--- src/rtl/axi_write_slave.sv ---
// AXI3-style write slave: one outstanding AW/W/B transaction into a byte-enabled word memory.
// Optional build macro AXI_WID_CHECK_EN: W beats whose WID differs from the latched AWID are dropped with SLVERR.
module axi_write_slave #(
   parameter int WIDTH = 32,
   parameter int SIZE  = 3,
   parameter int DEPTH = 64
) (
   input  logic                     clk,
   input  logic                     reset,
   input  logic                     AWVALID,
   output logic                     AWREADY,
   input  logic [WIDTH/8-1:0]       AWID,
   input  logic [WIDTH-1:0]         AWADDR,
   input  logic [WIDTH/8-1:0]       AWLEN,
   input  logic [SIZE-1:0]          AWSIZE,
   input  logic [SIZE-2:0]          AWBURST,
   input  logic                     WVALID,
   output logic                     WREADY,
   input  logic [WIDTH/8-1:0]       WID,
   input  logic [WIDTH-1:0]         WDATA,
   input  logic [WIDTH/8-1:0]       WSTRB,
   input  logic                     WLAST,
   output logic                     BVALID,
   input  logic                     BREADY,
   output logic [WIDTH/8-1:0]       BID,
   output logic [SIZE-2:0]          BRESP,
   input  logic [$clog2(DEPTH)-1:0] dbg_addr,
   output logic [WIDTH-1:0]         dbg_data
);
   localparam int NB = WIDTH / 8;
   localparam int AW = $clog2(DEPTH);
   localparam int LB = $clog2(NB);
   localparam int IW = WIDTH - LB;

   localparam logic [SIZE-2:0] BURST_FIXED = (SIZE-1)'(0);
   localparam logic [SIZE-2:0] BURST_INCR  = (SIZE-1)'(1);
   localparam logic [SIZE-2:0] BURST_WRAP  = (SIZE-1)'(2);
   localparam logic [SIZE-2:0] BURST_RSVD  = (SIZE-1)'(3);
   localparam logic [SIZE-2:0] RESP_OKAY   = (SIZE-1)'(0);
   localparam logic [SIZE-2:0] RESP_SLVERR = (SIZE-1)'(2);
   localparam logic [SIZE-2:0] RESP_DECERR = (SIZE-1)'(3);

   typedef enum logic [1:0] {S_IDLE, S_DATA, S_RESP} state_t;

   state_t            state_q, state_d;
   logic              awready_q, awready_d;
   logic              wready_q, wready_d;
   logic              bvalid_q, bvalid_d;
   logic [NB-1:0]     bid_q, bid_d;
   logic [SIZE-2:0]   bresp_q, bresp_d;
   logic [NB-1:0]     id_q, id_d;
   logic [NB-1:0]     len_q, len_d;
   logic [NB-1:0]     beat_q, beat_d;
   logic [WIDTH-1:0]  addr_q, addr_d;
   logic [SIZE-1:0]   size_q, size_d;
   logic [SIZE-2:0]   burst_q, burst_d;
   logic [SIZE-2:0]   err_q, err_d;
   logic              cfg_bad_q, cfg_bad_d;

   logic              aw_hs, w_hs, b_hs, last_beat;
   logic              aw_size_bad, aw_wrap_len_ok, aw_unaligned, aw_cfg_bad;
   logic [WIDTH-1:0]  aw_align_mask;
   logic [WIDTH-1:0]  step, incr_addr, wrap_mask, addr_next;
   logic [IW-1:0]     word_idx;
   logic              idx_oob, wid_bad, mem_we;
   logic [SIZE-2:0]   beat_resp, err_merged;

   logic [WIDTH-1:0]  mem [DEPTH];

   assign aw_hs     = AWVALID & awready_q;
   assign w_hs      = WVALID & wready_q;
   assign b_hs      = BREADY & bvalid_q;
   assign last_beat = (beat_q == len_q);

   // Burst legality is decided once at the address handshake.
   assign aw_size_bad    = (AWSIZE > SIZE'(LB));
   assign aw_wrap_len_ok = (AWLEN == NB'(1)) || (AWLEN == NB'(3)) ||
                           (AWLEN == NB'(7)) || (AWLEN == NB'(15));
   assign aw_align_mask  = (WIDTH'(1) << AWSIZE) - WIDTH'(1);
   assign aw_unaligned   = ((AWADDR & aw_align_mask) != '0);
   assign aw_cfg_bad     = (AWBURST == BURST_RSVD) || aw_size_bad ||
                           ((AWBURST == BURST_WRAP) && (!aw_wrap_len_ok || aw_unaligned));

   assign step      = WIDTH'(1) << size_q;
   assign incr_addr = addr_q + step;
   assign wrap_mask = ((WIDTH'(len_q) + WIDTH'(1)) << size_q) - WIDTH'(1);

   always_comb begin
      addr_next = incr_addr;
      case (burst_q)
         BURST_FIXED: addr_next = addr_q;
         BURST_INCR:  addr_next = incr_addr;
         BURST_WRAP:  addr_next = (addr_q & ~wrap_mask) | (incr_addr & wrap_mask);
         default:     addr_next = incr_addr;
      endcase
   end

   assign word_idx = addr_q[WIDTH-1:LB];
   assign idx_oob  = (word_idx >= IW'(DEPTH));

`ifdef AXI_WID_CHECK_EN
   assign wid_bad = (WID != id_q);
`else
   logic unused_wid;
   assign unused_wid = ^WID;
   assign wid_bad    = 1'b0;
`endif

   assign mem_we = w_hs & ~cfg_bad_q & ~idx_oob & ~wid_bad;

   // Response codes are ordered so that the numeric maximum gives DECERR > SLVERR > OKAY.
   always_comb begin
      beat_resp = RESP_OKAY;
      if (idx_oob)
         beat_resp = RESP_DECERR;
      else if ((WLAST != last_beat) || wid_bad)
         beat_resp = RESP_SLVERR;
      err_merged = (beat_resp > err_q) ? beat_resp : err_q;
   end

   // State register
   always_ff @(posedge clk or negedge reset) begin
      if (!reset)
         state_q <= S_IDLE;
      else
         state_q <= state_d;
   end

   // Next-state logic
   always_comb begin
      state_d = state_q;
      case (state_q)
         S_IDLE:  if (aw_hs)             state_d = S_DATA;
         S_DATA:  if (w_hs && last_beat) state_d = S_RESP;
         S_RESP:  if (b_hs)              state_d = S_IDLE;
         default:                        state_d = S_IDLE;
      endcase
   end

   // Output and datapath next values
   always_comb begin
      awready_d = (state_d == S_IDLE);
      wready_d  = (state_d == S_DATA);
      bvalid_d  = (state_d == S_RESP);
      bid_d     = bid_q;
      bresp_d   = bresp_q;
      id_d      = id_q;
      len_d     = len_q;
      beat_d    = beat_q;
      addr_d    = addr_q;
      size_d    = size_q;
      burst_d   = burst_q;
      err_d     = err_q;
      cfg_bad_d = cfg_bad_q;
      if (aw_hs) begin
         id_d      = AWID;
         addr_d    = AWADDR;
         len_d     = AWLEN;
         size_d    = AWSIZE;
         burst_d   = AWBURST;
         beat_d    = '0;
         cfg_bad_d = aw_cfg_bad;
         err_d     = aw_cfg_bad ? RESP_SLVERR : RESP_OKAY;
      end else if (w_hs) begin
         beat_d = beat_q + NB'(1);
         addr_d = addr_next;
         err_d  = err_merged;
         if (last_beat) begin
            bid_d   = id_q;
            bresp_d = err_merged;
         end
      end
   end

   always_ff @(posedge clk or negedge reset) begin
      if (!reset) begin
         awready_q <= 1'b0;
         wready_q  <= 1'b0;
         bvalid_q  <= 1'b0;
         bid_q     <= '0;
         bresp_q   <= RESP_OKAY;
         id_q      <= '0;
         len_q     <= '0;
         beat_q    <= '0;
         addr_q    <= '0;
         size_q    <= '0;
         burst_q   <= BURST_FIXED;
         err_q     <= RESP_OKAY;
         cfg_bad_q <= 1'b0;
      end else begin
         awready_q <= awready_d;
         wready_q  <= wready_d;
         bvalid_q  <= bvalid_d;
         bid_q     <= bid_d;
         bresp_q   <= bresp_d;
         id_q      <= id_d;
         len_q     <= len_d;
         beat_q    <= beat_d;
         addr_q    <= addr_d;
         size_q    <= size_d;
         burst_q   <= burst_d;
         err_q     <= err_d;
         cfg_bad_q <= cfg_bad_d;
      end
   end

   // Memory contents survive reset, so this array has no reset branch.
   always_ff @(posedge clk) begin
      if (mem_we) begin
         for (int i = 0; i < NB; i++) begin
            if (WSTRB[i])
               mem[word_idx[AW-1:0]][i*8 +: 8] <= WDATA[i*8 +: 8];
         end
      end
   end

   assign dbg_data = mem[dbg_addr];

   assign AWREADY = awready_q;
   assign WREADY  = wready_q;
   assign BVALID  = bvalid_q;
   assign BID     = bid_q;
   assign BRESP   = bresp_q;

endmodule

--- config.mk ---
export PLATFORM = sky130hd
export DESIGN_NAME = axi_write_slave
export DESIGN_NICKNAME = d
export VERILOG_FILES = /design/src/rtl/axi_write_slave.sv
export SDC_FILE = /design/constraint.sdc
export NUM_CORES = 2
export LEC_CHECK = 0
export BUFFER_PORTS_ARGS = -buffer_cell sky130_fd_sc_hd__buf_4
export CAP_MARGIN = 40
export CELL_PAD_IN_SITES_DETAIL_PLACEMENT = 1
export CELL_PAD_IN_SITES_GLOBAL_PLACEMENT = 2
export CORE_AREA = 5 5 437 439
export DETAILED_ROUTE_END_ITERATION = 12
export DIE_AREA = 0 0 442 444
export MAX_ROUTING_LAYER = met4
export PLACE_DENSITY = 0.73
export SETUP_SLACK_MARGIN = 0.3
export SLEW_MARGIN = 20
export SYNTH_ARGS = -nofsm -noshare
export SYNTH_HDL_FRONTEND = slang
export SYNTH_SLANG_ARGS = --single-unit
export TNS_END_PERCENT = 50
--- constraint.sdc ---
create_clock -name clk -period 3.29 [get_ports clk]
set_clock_uncertainty 0.15 [all_clocks]
set_input_delay 0.658 -clock clk [delete_from_list [all_inputs] [get_ports clk]]
set_output_delay 0.658 -clock clk [all_outputs]
set_load 0.1 [all_outputs]
==> results.toml <==
[run_status]
status = "complete, but fails checks"
violations = "setup timing"

[worst_setup_path]
critical_path_depth = 8
start_kind = "primary input"
crit_arrival_ns = 3.27
path_cells = "buf_16, buf_12, buf_12, buf_12, mux4_2, mux4_2, mux4_2, buf_12"
startpoint = "dbg_addr[0]"
critPathCapture = "dbg_data[30]"
regToRegEndpoint = "mem[24][22]"
crit_path_max_incr_delay_ns = 0.62
critPathKind = "primary input to output port"
worst-path-buf-inv = 5
worst_path_most_repeated_cell = "buf_12"
cp.required_ns = 2.48
worstPathMaxFanout = 8
ff2ff_setup_slack_ns = 0.32
worstSetupEndpointType = "output port"
cp_slowest_cell = "mux4_2"
r2r.worst_path.cells = 9
crit_family = "multiplexers"

[floorplan]
die_w_um = 442
initial_utilization_pct = 44.7
ios = 138
die_area_um2 = 196000
die_h_um = 444
rows = 159
design.core.area_um2 = 187000

[yosys]
avgSynthCellArea_um2 = 21.7
async_flop_share_pct = 2.98
synth_edf_count = 2048
ys_seq_elements = 2111
syn_inst = 3848
synth_nets = 3962
yosysWarnings = 0
seq_area_frac_synth_pct = 75.5
synth_ff_type = "edfxtp_1"
synth_cell_types = 79
synth_area_um2 = 83600

[placement]
port_buffers = 133
gp_congestion = 0.803
hpwl_mm = 154

[power_and_ir_drop]
p_leak_nw = 32.8
vdd_drop_max_uv = 546
p_per_area_nw_per_um2 = 624

[global_routing]
grt_overflow = 0
grt_pass1_wl_mm = 343
track_usage_pct = 25.0
grt_max_degree = 65
grt_pass1_vias = 45300
antenna_found_initial = 13

[run]
maxCapViolations = 0

[drt]
via_per_inst = 5.99
wl_per_cell_um = 32.9
top_layer_used = "met4"
drt_pass1_iterations = 6
drc = 0
num_vias = 43600
wl_mm = 239
antenna_left = 0
wl_met2_mm = 119
wl_met3_mm = 18.5
met1Wirelength_mm = 95.6
drt_iter0_markers = 4919

[timing]
setup_viol = 32
max-slew-margin-rel_pct = 41.3
tightest_slew_ns = 0.879
timing.fmax_mhz = 245
postLayoutSetupSlackWorst_ns = -0.793
hold_ws_ns = 0.106
grt_setup_unrepaired = "yes"
hold_viol_final = 0
report.final.slew_viol_count = 0
fin_crit_sh_pct = 124
period_needed_ns = 4.08

[clocking]
cts_buffers = 210
htreeDepth = 4
cts_root_buf = "clkbuf_16"
clockBufferDepth = 3
clkSlewWorstSetupHoldPaths_ns = 0.06
cts_sinks = 2111
cts_tree = "yes"
clk_latency_ns = 0.86

[final_layout]
nNetsFinal = 4707
areaGrowthSynthToFinish_pct = 21.1
post-route-util_pct = 54.2
drive_gt1_share_pct = 37.6
fillers = 16100

[min_path]
worstHoldPathType = "primary input to asynchronous set/reset pin"
## how the worst min path moves through the flow
| stage | from | endpoint | slack, ns | cells past startpoint |
|---|---|---|---|---|
| after floorplan | reset | AWREADY | 0.21 | 0 |
| after global placement | id_q[2] | id_q[2] | 0.31 | 2 |
| after detailed placement | id_q[2] | id_q[2] | 0.32 | 2 |
| after CTS | reset | asynchronous set/reset pin | 0.05 | 2 |
| after global routing | reset | asynchronous set/reset pin | 0.1 | 2 |
| final | reset | asynchronous set/reset pin | 0.11 | 2 |
## cell usage after synthesis, drive strengths merged (17+ instances only)
cell type / instances / area (um^2)
a21oi: 38 / 190
a31oi: 17 / 121
buf: 98 / 489
clkbuf: 121 / 458
dfrtp: 63 / 1580
edfxtp: 2048 / 61500
inv: 23 / 86.3
mux4: 668 / 15000
nand2: 156 / 588
nand3: 26 / 135
nor2: 305 / 1140
o21ai: 48 / 240
## worst reg2reg max path: stages, from the launching register on
cell and delay, ns:
dfrtp_1 0.43, nor4_1 0.31, nand4_1 0.20, or2_4 0.33, nor3_2 0.15, buf_6 0.20, nand2_2 0.09, buf_12 0.16
nor2_1 0.45, buf_12 0.18
## layout make-up
cell class | instances | area (um^2) | area share (%)
antenna | 13 | 32.5 | 0.0322
clock buffer | 255 | 5470 | 5.40
clock inverter | 125 | 1200 | 1.19
inverter | 23 | 88.8 | 0.0878
multi-input combinational | 1495 | 20000 | 19.8
sequential | 2111 | 63100 | 62.3
tap | 2495 | 3120 | 3.09
timing repair buffer | 752 | 8190 | 8.10
## registers in the layout, indices dropped and copies added (netlist names), named ones only
| signal | flops |
|---|---|
| len_q | 4 |
| err_q | 2 |
| AWREADY | 1 |
| BID | 4 |
| BRESP | 2 |
| WREADY | 1 |
| id_q | 4 |
| beat_q | 4 |
| mem | 2048 |
| size_q | 3 |
| BVALID | 1 |
| burst_q | 2 |
| cfg_bad_q | 1 |
| state_q | 2 |
## logic make-up after synthesis
family | Yosys count | share of synthesized area [%]
AO/OA/AOI/OAI | 180 | 1.46
multiplexers | 689 | 18.3
adder cells (fa/ha/maj) | 17 | 0.263
XOR/XNOR | 18 | 0.211
buffers and inverters | 242 | 1.24
flip-flops | 2111 | 75.5
AND/OR/NAND/NOR | 591 | 3.09
## report_power, final
part	internal [mW]	leakage [nW]	switching, mW
Clock	13.4	3.27	10.2
Sequential	29.8	19.1	0.454
Combinational	3.73	10.4	5.52
## timing repair
item | 4_1_cts | 5_1_grt
hold buffers | 45 | 0
gates resized for setup | 164 | 112
gates cloned | 15 | 7
buffers inserted | 27 | 34
pin swaps | 6 | 33
endpoints found under the hold margin | 110 | 0
setup endpoints to repair | 1014 | 2081
## through the flow
step / std cells / setup WS (ns) / area [um^2] / setup TNS, ns / total power, mW
6_report: 7269 / -0.793 / 101000 / -21.92 / 63.1
5_1_grt: 7264 / -0.819 / 101000 / -22.76 / 65.4
4_1_cts: 7215 / -0.850 / 100000 / -22.92 / 62.7
3_5_place_dp: 6748 / -0.985 / 91800 / -27.43 / 38.7
3_3_place_gp: 6747 / -0.971 / 91700 / -26.98 / 38.6
2_1_floorplan: 3848 / -0.304 / 84400 / -9.34 / 35.6
## per-layer routing
layer	vias up	GRT usage (%)
met5	-	-
met4	0	5.82
met3	285	4.25
met2	1930	40.2
met1	23700	34.0
li1	17600	-
## cell usage in the layout, fill, tap and decap left out, types with 42 or more instances in the layout
cell type	netlist	layout
buf_12	0	124
clkbuf_16	0	217
buf_4	7	498
dlygate4sd3_1	0	45
edfxtp_1	2048	2048
clkbuf_1	120	43
dfrtp_1	63	59
nand2_1	155	139
clkinv_1	0	42
clkinv_2	0	43
nor2_1	305	298
mux4_2	668	668
No activity file was read; power rests on OpenSTA's default activity.
